<file path="config.mk">
export PLATFORM = sky130hd
export DESIGN_NAME = blk_699c1a
export DESIGN_NICKNAME = d
export VERILOG_FILES = /design/src/rtl/blk_699c1a.sv
export SDC_FILE = /design/constraint.sdc
export NUM_CORES = 1
export LEC_CHECK = 0
export ABC_AREA = 1
export CAP_MARGIN = 10
export CORE_UTILIZATION = 52
export DETAILED_ROUTE_END_ITERATION = 12
export PLACE_DENSITY = 0.79
export RECOVER_POWER = 100
export SYNTH_ARGS = -nofsm -noshare
export SYNTH_HDL_FRONTEND = slang
export SYNTH_SLANG_ARGS = --single-unit
</file>
<file path="constraint.sdc">
create_clock -name clk -period 1.87 [get_ports clk]
set_clock_uncertainty 0.05 [all_clocks]
set_input_delay 0.374 -clock clk [delete_from_list [all_inputs] [get_ports clk]]
set_output_delay 0.374 -clock clk [all_outputs]
set_load 0.01 [all_outputs]
</file>
<file path="src/rtl/blk_699c1a.sv">
// Avalon-ST packet-to-byte encoder: serialises each beat into channel, SOP, EOP and
// data bytes using the 0x7A-0x7D escape protocol understood by the bytes-to-packets side.
module blk_699c1a #(
    parameter int CHANNEL_WIDTH = 8
) (
    input  logic                     clk,
    input  logic                     reset,
    output logic                     in_ready,
    input  logic                     in_valid,
    input  logic [7:0]               in_data,
    input  logic [CHANNEL_WIDTH-1:0] in_channel,
    input  logic                     in_startofpacket,
    input  logic                     in_endofpacket,
    input  logic                     out_ready,
    output logic                     out_valid,
    output logic [7:0]               out_data
);

    typedef enum logic [2:0] {
        IDLE,
        CHAN_IND,
        CHAN_ESC,
        CHAN_BYTE,
        SOP,
        EOP,
        DATA_ESC,
        DATA
    } state_t;

    localparam logic [7:0] SOP_CHAR  = 8'h7A;
    localparam logic [7:0] EOP_CHAR  = 8'h7B;
    localparam logic [7:0] CHAN_CHAR = 8'h7C;
    localparam logic [7:0] ESC_CHAR  = 8'h7D;
    localparam logic [7:0] ESC_XOR   = 8'h20;

    state_t     r_state;
    logic [7:0] r_data;
    logic [7:0] r_chan;
    logic       r_sop;
    logic       r_eop;
    logic [7:0] r_lastChan;
    logic       r_chanSent;

    logic [7:0] w_inChan;
    logic       w_needChan;
    logic       w_inFire;
    logic       w_outFire;
    state_t     w_firstState;

    function automatic logic isSpecial(input logic [7:0] b);
        return (b >= SOP_CHAR) && (b <= ESC_CHAR);
    endfunction

    function automatic state_t dataState(input logic [7:0] d);
        return isSpecial(d) ? DATA_ESC : DATA;
    endfunction

    // State that follows the channel bytes (or the first state when no channel is due).
    function automatic state_t afterChan(input logic sop, input logic eop, input logic [7:0] d);
        if (sop)
            return SOP;
        else if (eop)
            return EOP;
        else
            return dataState(d);
    endfunction

    assign w_inChan     = 8'(in_channel);
    assign w_needChan   = !r_chanSent || (w_inChan != r_lastChan);
    assign w_firstState = w_needChan ? CHAN_IND
                                     : afterChan(in_startofpacket, in_endofpacket, in_data);

    assign out_valid = (r_state != IDLE);
    assign in_ready  = !reset && ((r_state == IDLE) || ((r_state == DATA) && out_ready));
    assign w_inFire  = in_valid && in_ready;
    assign w_outFire = out_valid && out_ready;

    // A new beat can only be taken in IDLE or as DATA drains, so loading takes priority.
    always_ff @(posedge clk or posedge reset) begin
        if (reset) begin
            r_state    <= IDLE;
            r_data     <= 8'h00;
            r_chan     <= 8'h00;
            r_sop      <= 1'b0;
            r_eop      <= 1'b0;
            r_lastChan <= 8'h00;
            r_chanSent <= 1'b0;
        end else if (w_inFire) begin
            r_data  <= in_data;
            r_chan  <= w_inChan;
            r_sop   <= in_startofpacket;
            r_eop   <= in_endofpacket;
            r_state <= w_firstState;
            if (w_needChan) begin
                r_lastChan <= w_inChan;
                r_chanSent <= 1'b1;
            end
        end else if (w_outFire) begin
            case (r_state)
                CHAN_IND:  r_state <= isSpecial(r_chan) ? CHAN_ESC : CHAN_BYTE;
                CHAN_ESC:  r_state <= CHAN_BYTE;
                CHAN_BYTE: r_state <= afterChan(r_sop, r_eop, r_data);
                SOP:       r_state <= r_eop ? EOP : dataState(r_data);
                EOP:       r_state <= dataState(r_data);
                DATA_ESC:  r_state <= DATA;
                DATA:      r_state <= IDLE;
                default:   r_state <= IDLE;
            endcase
        end
    end

    always_comb begin
        out_data = 8'h00;
        case (r_state)
            CHAN_IND:  out_data = CHAN_CHAR;
            CHAN_ESC:  out_data = ESC_CHAR;
            CHAN_BYTE: out_data = isSpecial(r_chan) ? (r_chan ^ ESC_XOR) : r_chan;
            SOP:       out_data = SOP_CHAR;
            EOP:       out_data = EOP_CHAR;
            DATA_ESC:  out_data = ESC_CHAR;
            DATA:      out_data = isSpecial(r_data) ? (r_data ^ ESC_XOR) : r_data;
            default:   out_data = 8'h00;
        endcase
    end

endmodule

</file>
Word-level counts from Yosys, hierarchy flattened

Index checks and enable logic that the tools add are counted.
Widths: inputs -> output; s select.

Register bits: 30
Input bits: 22
Word-level logic and storage cells: 53
Output and inout port bits: 10

Equal/unequal tests: 8
Magnitude comparators: 6
Mux-type cells: 14
Reduce and logical (&&, ||, !) cells: 16
Bitwise gates (word level): 2

Operator list:

| operator           | count |
|---|---|
| $pmux 8 s6         | 1 |
| $ge 8x7->1 const B | 3 |
| $le 8x7->1 const B | 3 |
| $pmux 3 s6         | 1 |
| $eq 3x3->1 const B | 4 |
| $mux 6             | 2 |
| $mux 3             | 3 |
| $mux 2             | 4 |
| $ne 8x8->1         | 1 |
| $logic_and 1x1->1  | 7 |
| $eq 3x2->1 const B | 2 |
| $eq 3x1->1 const B | 1 |
| $logic_not 3->1    | 1 |
| $mux 1             | 3 |
| $reduce_bool 3->1  | 1 |
| $logic_not 1->1    | 2 |
| $logic_or 1x1->1   | 2 |
| $not 1->1          | 2 |
| $reduce_and 2->1   | 1 |
| $reduce_bool 2->1  | 1 |
| $reduce_or 2->1    | 1 |

Longest topological paths before layout

Depth after elaboration: 8
Depth in mapped cells: 11
Mapped depth without buffers: 11

Least setup slack after synthesis

OpenSTA, ideal clock, no wires.

Path type: input-to-reg
Start: input reset
End: register r_lastChan[7]
Slack: -0.034 ns
Arrival: 1.735 ns
Library setup time: 0.119 ns
Required time: 1.701 ns
Cell stages on the path: 7
Path buffers: 1
Path through: inv_1 nand3_4 inv_4 nand2_4 buf_12 nand2_1 o21ai_2

Longest elaborated chain between the ends: 4

Ends and longest elaborated chain:

| what                       | line | RTL |
|---|---|---|
| from (decl)                | 7    | `input logic reset,` |
| $logic_not 1->1 (no line)  | n/a  |  |
| $logic_and 1x1->1          | 74   | `assign in_ready = !reset && ((r_state == IDLE) \|\| ((r_state == DATA) && out_ready));` |
| $logic_and 1x1->1          | 75   | `assign w_inFire = in_valid && in_ready;` |
| $reduce_and 2->1 (no line) | n/a  |  |
| to (signal assigned)       | 95   | `r_lastChan <= w_inChan;` |
| to (decl)                  | 41   | `logic [7:0] r_lastChan;` |

No other way between the ends.
A chain may end at the register's enable or synchronous reset.

Worst setup path after layout

Start: register r_state[1]
End: output out_data[3]

Longest elaborated chain between the ends: 3
Elaborated cells on any way between the ends: 9
Classes of those cells: eq/ne: 7; mux: 1; reduce/logical: 1

Ends and longest elaborated chain:

| what                                            | line | RTL |
|---|---|---|
| from (decl)                                     | 36   | `state_t r_state;` |
| from (signal assigned)                          | 93   | `r_state <= w_firstState;` |
| from (signal assigned)                          | 100  | `CHAN_IND: r_state <= isSpecial(r_chan) ? CHAN_ESC : CHAN_BYTE;` |
| from (signal assigned)                          | 102  | `CHAN_BYTE: r_state <= afterChan(r_sop, r_eop, r_data);` |
| $eq 3x3->1 / $eq 3x2->1 (equally long branches) | 114  | `case (r_state)` |
| $reduce_or 2->1 (no line)                       | n/a  |  |
| $pmux 8 s6 (*)                                  | 114  |  |
| to (decl)                                       | 16   | `output logic [7:0] out_data` |

Mark *: on every way between the ends. The rest lies on a longest branch, timed or not.

==> results by group <==
Detailed routing
  – Starting DRT DRC Count: 103
  – Via count: approximately 1800
  – Wire per inst: 13.6 µm
  – Drc violations: 0
  – Drt pass-1 iters: 4
  – Routed Antenna Nets: 0
  – Total wire length: 4760 µm
  – Vias per cell: slightly above 5

Floorplanning
  – Die H: 60.4 µm
  – Top-level I/O count: 32
  – Width of the chip: around 60 µm
  – Starting Density: 0.562
  – Core area: roughly 0.0032 mm²
  – Die Area: about 0.0036 mm²
  – Rows: 20

Timing
  – Period minus WS final: ~1.9 ns
  – Setup violators final: 8
  – Hold Vio Cnt, Final: 0
  – RSZ-0062 raised after global routing: yes
  – Slew @ Worst Pin: 0.733 ns
  – Fmax: 514 MHz
  – Final TNS setup: -0.327 ns
  – Slew Limit Fails: 0
  – Relative slew slack: 0.511
  – Final setup margin: -0.0765 ns
  – Period utilisation layout: 1.04

Placed design
  – Post-place setup slack: -0.209 ns
  – Placer congestion estimate: 0.932
  – # port buffers: 31
  – Final HPWL DP: 3560 µm

Min path
  – Hold Path Depth: 2
  – HP Class: reg2reg

Clock tree
  – CTS Sinks: 30
  – CTS tree: done
  – H-tree levels: 2
  – Worst-path clk slew: 0.10 ns
  – Root Driver: clkbuf_4
  – Clock Tree Buf Depth: 2
  – CTS buffer count: 5
  – Clock latency at the later pin of the worst-skew pair: 0.36 ns

Critical path
  – Setup slack on the worst flop-to-flop path: -0.01 ns
  – Crit path to: out_data[3]
  – Critical-path cell list: nand2_2, inv_2, nand2_4, buf_6, o221a_2, buf_6
  – CP bufs+invs: 3
  – Critical Path End Type: primary output
  – Critical path arrival: approximately 1.5 ns
  – Slowest CP cell: dfrtp_1
  – Worst EP required: roughly 1.5 ns
  – Worst Setup Path Type: reg2out
  – CP startpoint kind: register
  – CP dominant cell by count: buf_6
  – CP startpoint: r_state[1]
  – Worst path top cell family by delay: flip-flops
  – R2r worst-path depth: 12
  – Worst reg2reg path startpoint: r_state[1]
  – Worst path max stage delay: around 0.40 ns
  – Reg2Reg Capture Point: r_lastChan[1]
  – Max Fanout on Critical Path: 3
  – Levels on crit path: 6

Final layout
  – Fill count: around 250
  – N_diodes: 0
  – Finished Core Util: 0.788
  – Fraction of layout cells with a size suffix above 1: 0.279
  – Final Net Count: 326
  – Area growth syn-to-layout: 40.4%

Run
  – Max-Cap Viols: 0

Global routing
  – First-pass GRT wire length: approximately 7600 µm
  – Initial antenna violation count: 0
  – Vias in the first global route: 1731
  – Grt ovf: 0
  – Gr usage total: 0.299
  – Pin count of the biggest net entering global routing: 31

Run status
  – Status: finished, violations left
  – Failing checks: negative setup slack

Synthesis
  – Cells after Synth: 236
  – Post-synth cell types: 31
  – Syn Area/Cell: about 7.5 µm²
  – Post-synth EDFFs: 0
  – Mapped Area: 0.00177 mm²
  – Primary FF master, synth: dfrtp_1
  – Syn nets: ~260
  – Post-synthesis register bit count: 30
  – Seq/Total Area, Yosys: 0.424
  – Synth warn: 0
  – Post-synth ARST share: 1.00

Pwr
  – PwrDens: 1540 mW/mm²
  – Leak: 1.27 nW
  – Worst ir drop on vdd: 899 µV
## worst min-delay path by stage
| stage | from | end | slack, ns |
|---|---|---|---|
| after global routing | r_chanSent | r_chanSent | 0.45 |
| after floorplan | reset | r_chanSent | 0.26 |
| after CTS | r_chanSent | r_chanSent | 0.43 |
| after detailed placement | r_chanSent | r_chanSent | 0.41 |
| final | r_chanSent | r_chanSent | 0.43 |
| after global placement | r_chanSent | r_chanSent | 0.40 |
## where the power goes
| part | total (W) | switching (W) | internal (W) |
|---|---|---|---|
| clock | 0.000539 | 0.000259 | 0.000280 |
| combinational | 0.00205 | 0.00104 | 0.00101 |
| sequential | 0.00123 | 0.000290 | 0.000941 |
| total | 0.00382 | 0.00159 | 0.00223 |
## registers in the layout, indices dropped and copies added, names as in the netlist
name,count
r_chan,8
r_chanSent,1
r_data,8
r_eop,1
r_lastChan,8
r_sop,1
r_state,3
## per-stage QoR
step                power [W]  std cells  cell area [µm²]  hold WS, ns
global placement      0.00310        337             2350        0.403
detailed placement    0.00315        337             2350        0.409
global route          0.00411        349             2480        0.450
floorplan             0.00223        236             1770        0.259
CTS                   0.00375        346             2440        0.432
finish                0.00382        349             2480        0.429
## metal layers
metal / share of wire / track usage
met5: 0 / 0
met4: 0.028 / 0.153
met3: 0.044 / 0.0512
met2: 0.49 / 0.518
met1: 0.43 / 0.356
## worst reg2reg max path, cell delays in order (launching register included)
cell and delay, ns:
dfrtp_1 0.42, buf_6 0.15, buf_12 0.12, nor2_4 0.10, nand2_4 0.09, nand2_2 0.07
buf_4 0.11, nand3_4 0.08, inv_1 0.20, nand2_4 0.10, buf_12 0.16, nand2_1 0.09
o21ai_2 0.06
## cells in the mapped netlist (3+ instances only)
library cell	number	area share
nand2_1	86	0.18
inv_1	32	0.068
dfrtp_1	30	0.42
nor2_1	15	0.032
o21ai_0	15	0.042
nand3_1	9	0.025
o21ai_2	8	0.040
a21oi_1	7	0.020
o21ai_1	3	0.0085
o221a_2	3	0.019
xnor2_1	3	0.015
## what timing repair did
action / 4_1_cts / 5_1_grt
hold buffers: 0 / 0
setup buffers: 1 / 3
pin swaps: 5 / 2
gates resized for setup: 56 / 10
setup endpoints to repair: 10 / 11
## kinds of logic after synthesis
kind of cell / after synthesis / share of synthesized area
AOI/OAI and AO/OA: 40 / 0.148
buffers and inverters: 38 / 0.0982
DFF: 30 / 0.424
and+or+nand+nor: 124 / 0.310
xor gates and xnor gates: 4 / 0.0198
## cell type report
type	count	area [µm²]	share of cell area
Sequential cell	30	752	0.303
Clock buffer	5	37.5	0.0151
Inverter	34	134	0.0539
Timing Repair Buffer	65	563	0.227
Multi-Input combinational cell	168	898	0.362
Clock inverter	3	45.0	0.0181
Tap cell	44	55.1	0.0222
## layout by cell type (no fill, tap or decap), drive strengths merged, types with 2 or more instances in the layout
cell / count
nand2: 89
buf: 39
inv: 33
dfrtp: 30
o21ai: 26
clkdlybuf4s50: 20
nor2: 17
nand3: 10
clkbuf: 10
a21oi: 8
clkinvlp: 3
xnor2: 3
o221a: 3
nand4: 3
nand3b: 2
nor3: 2
Power figures use the tool's default switching activity.
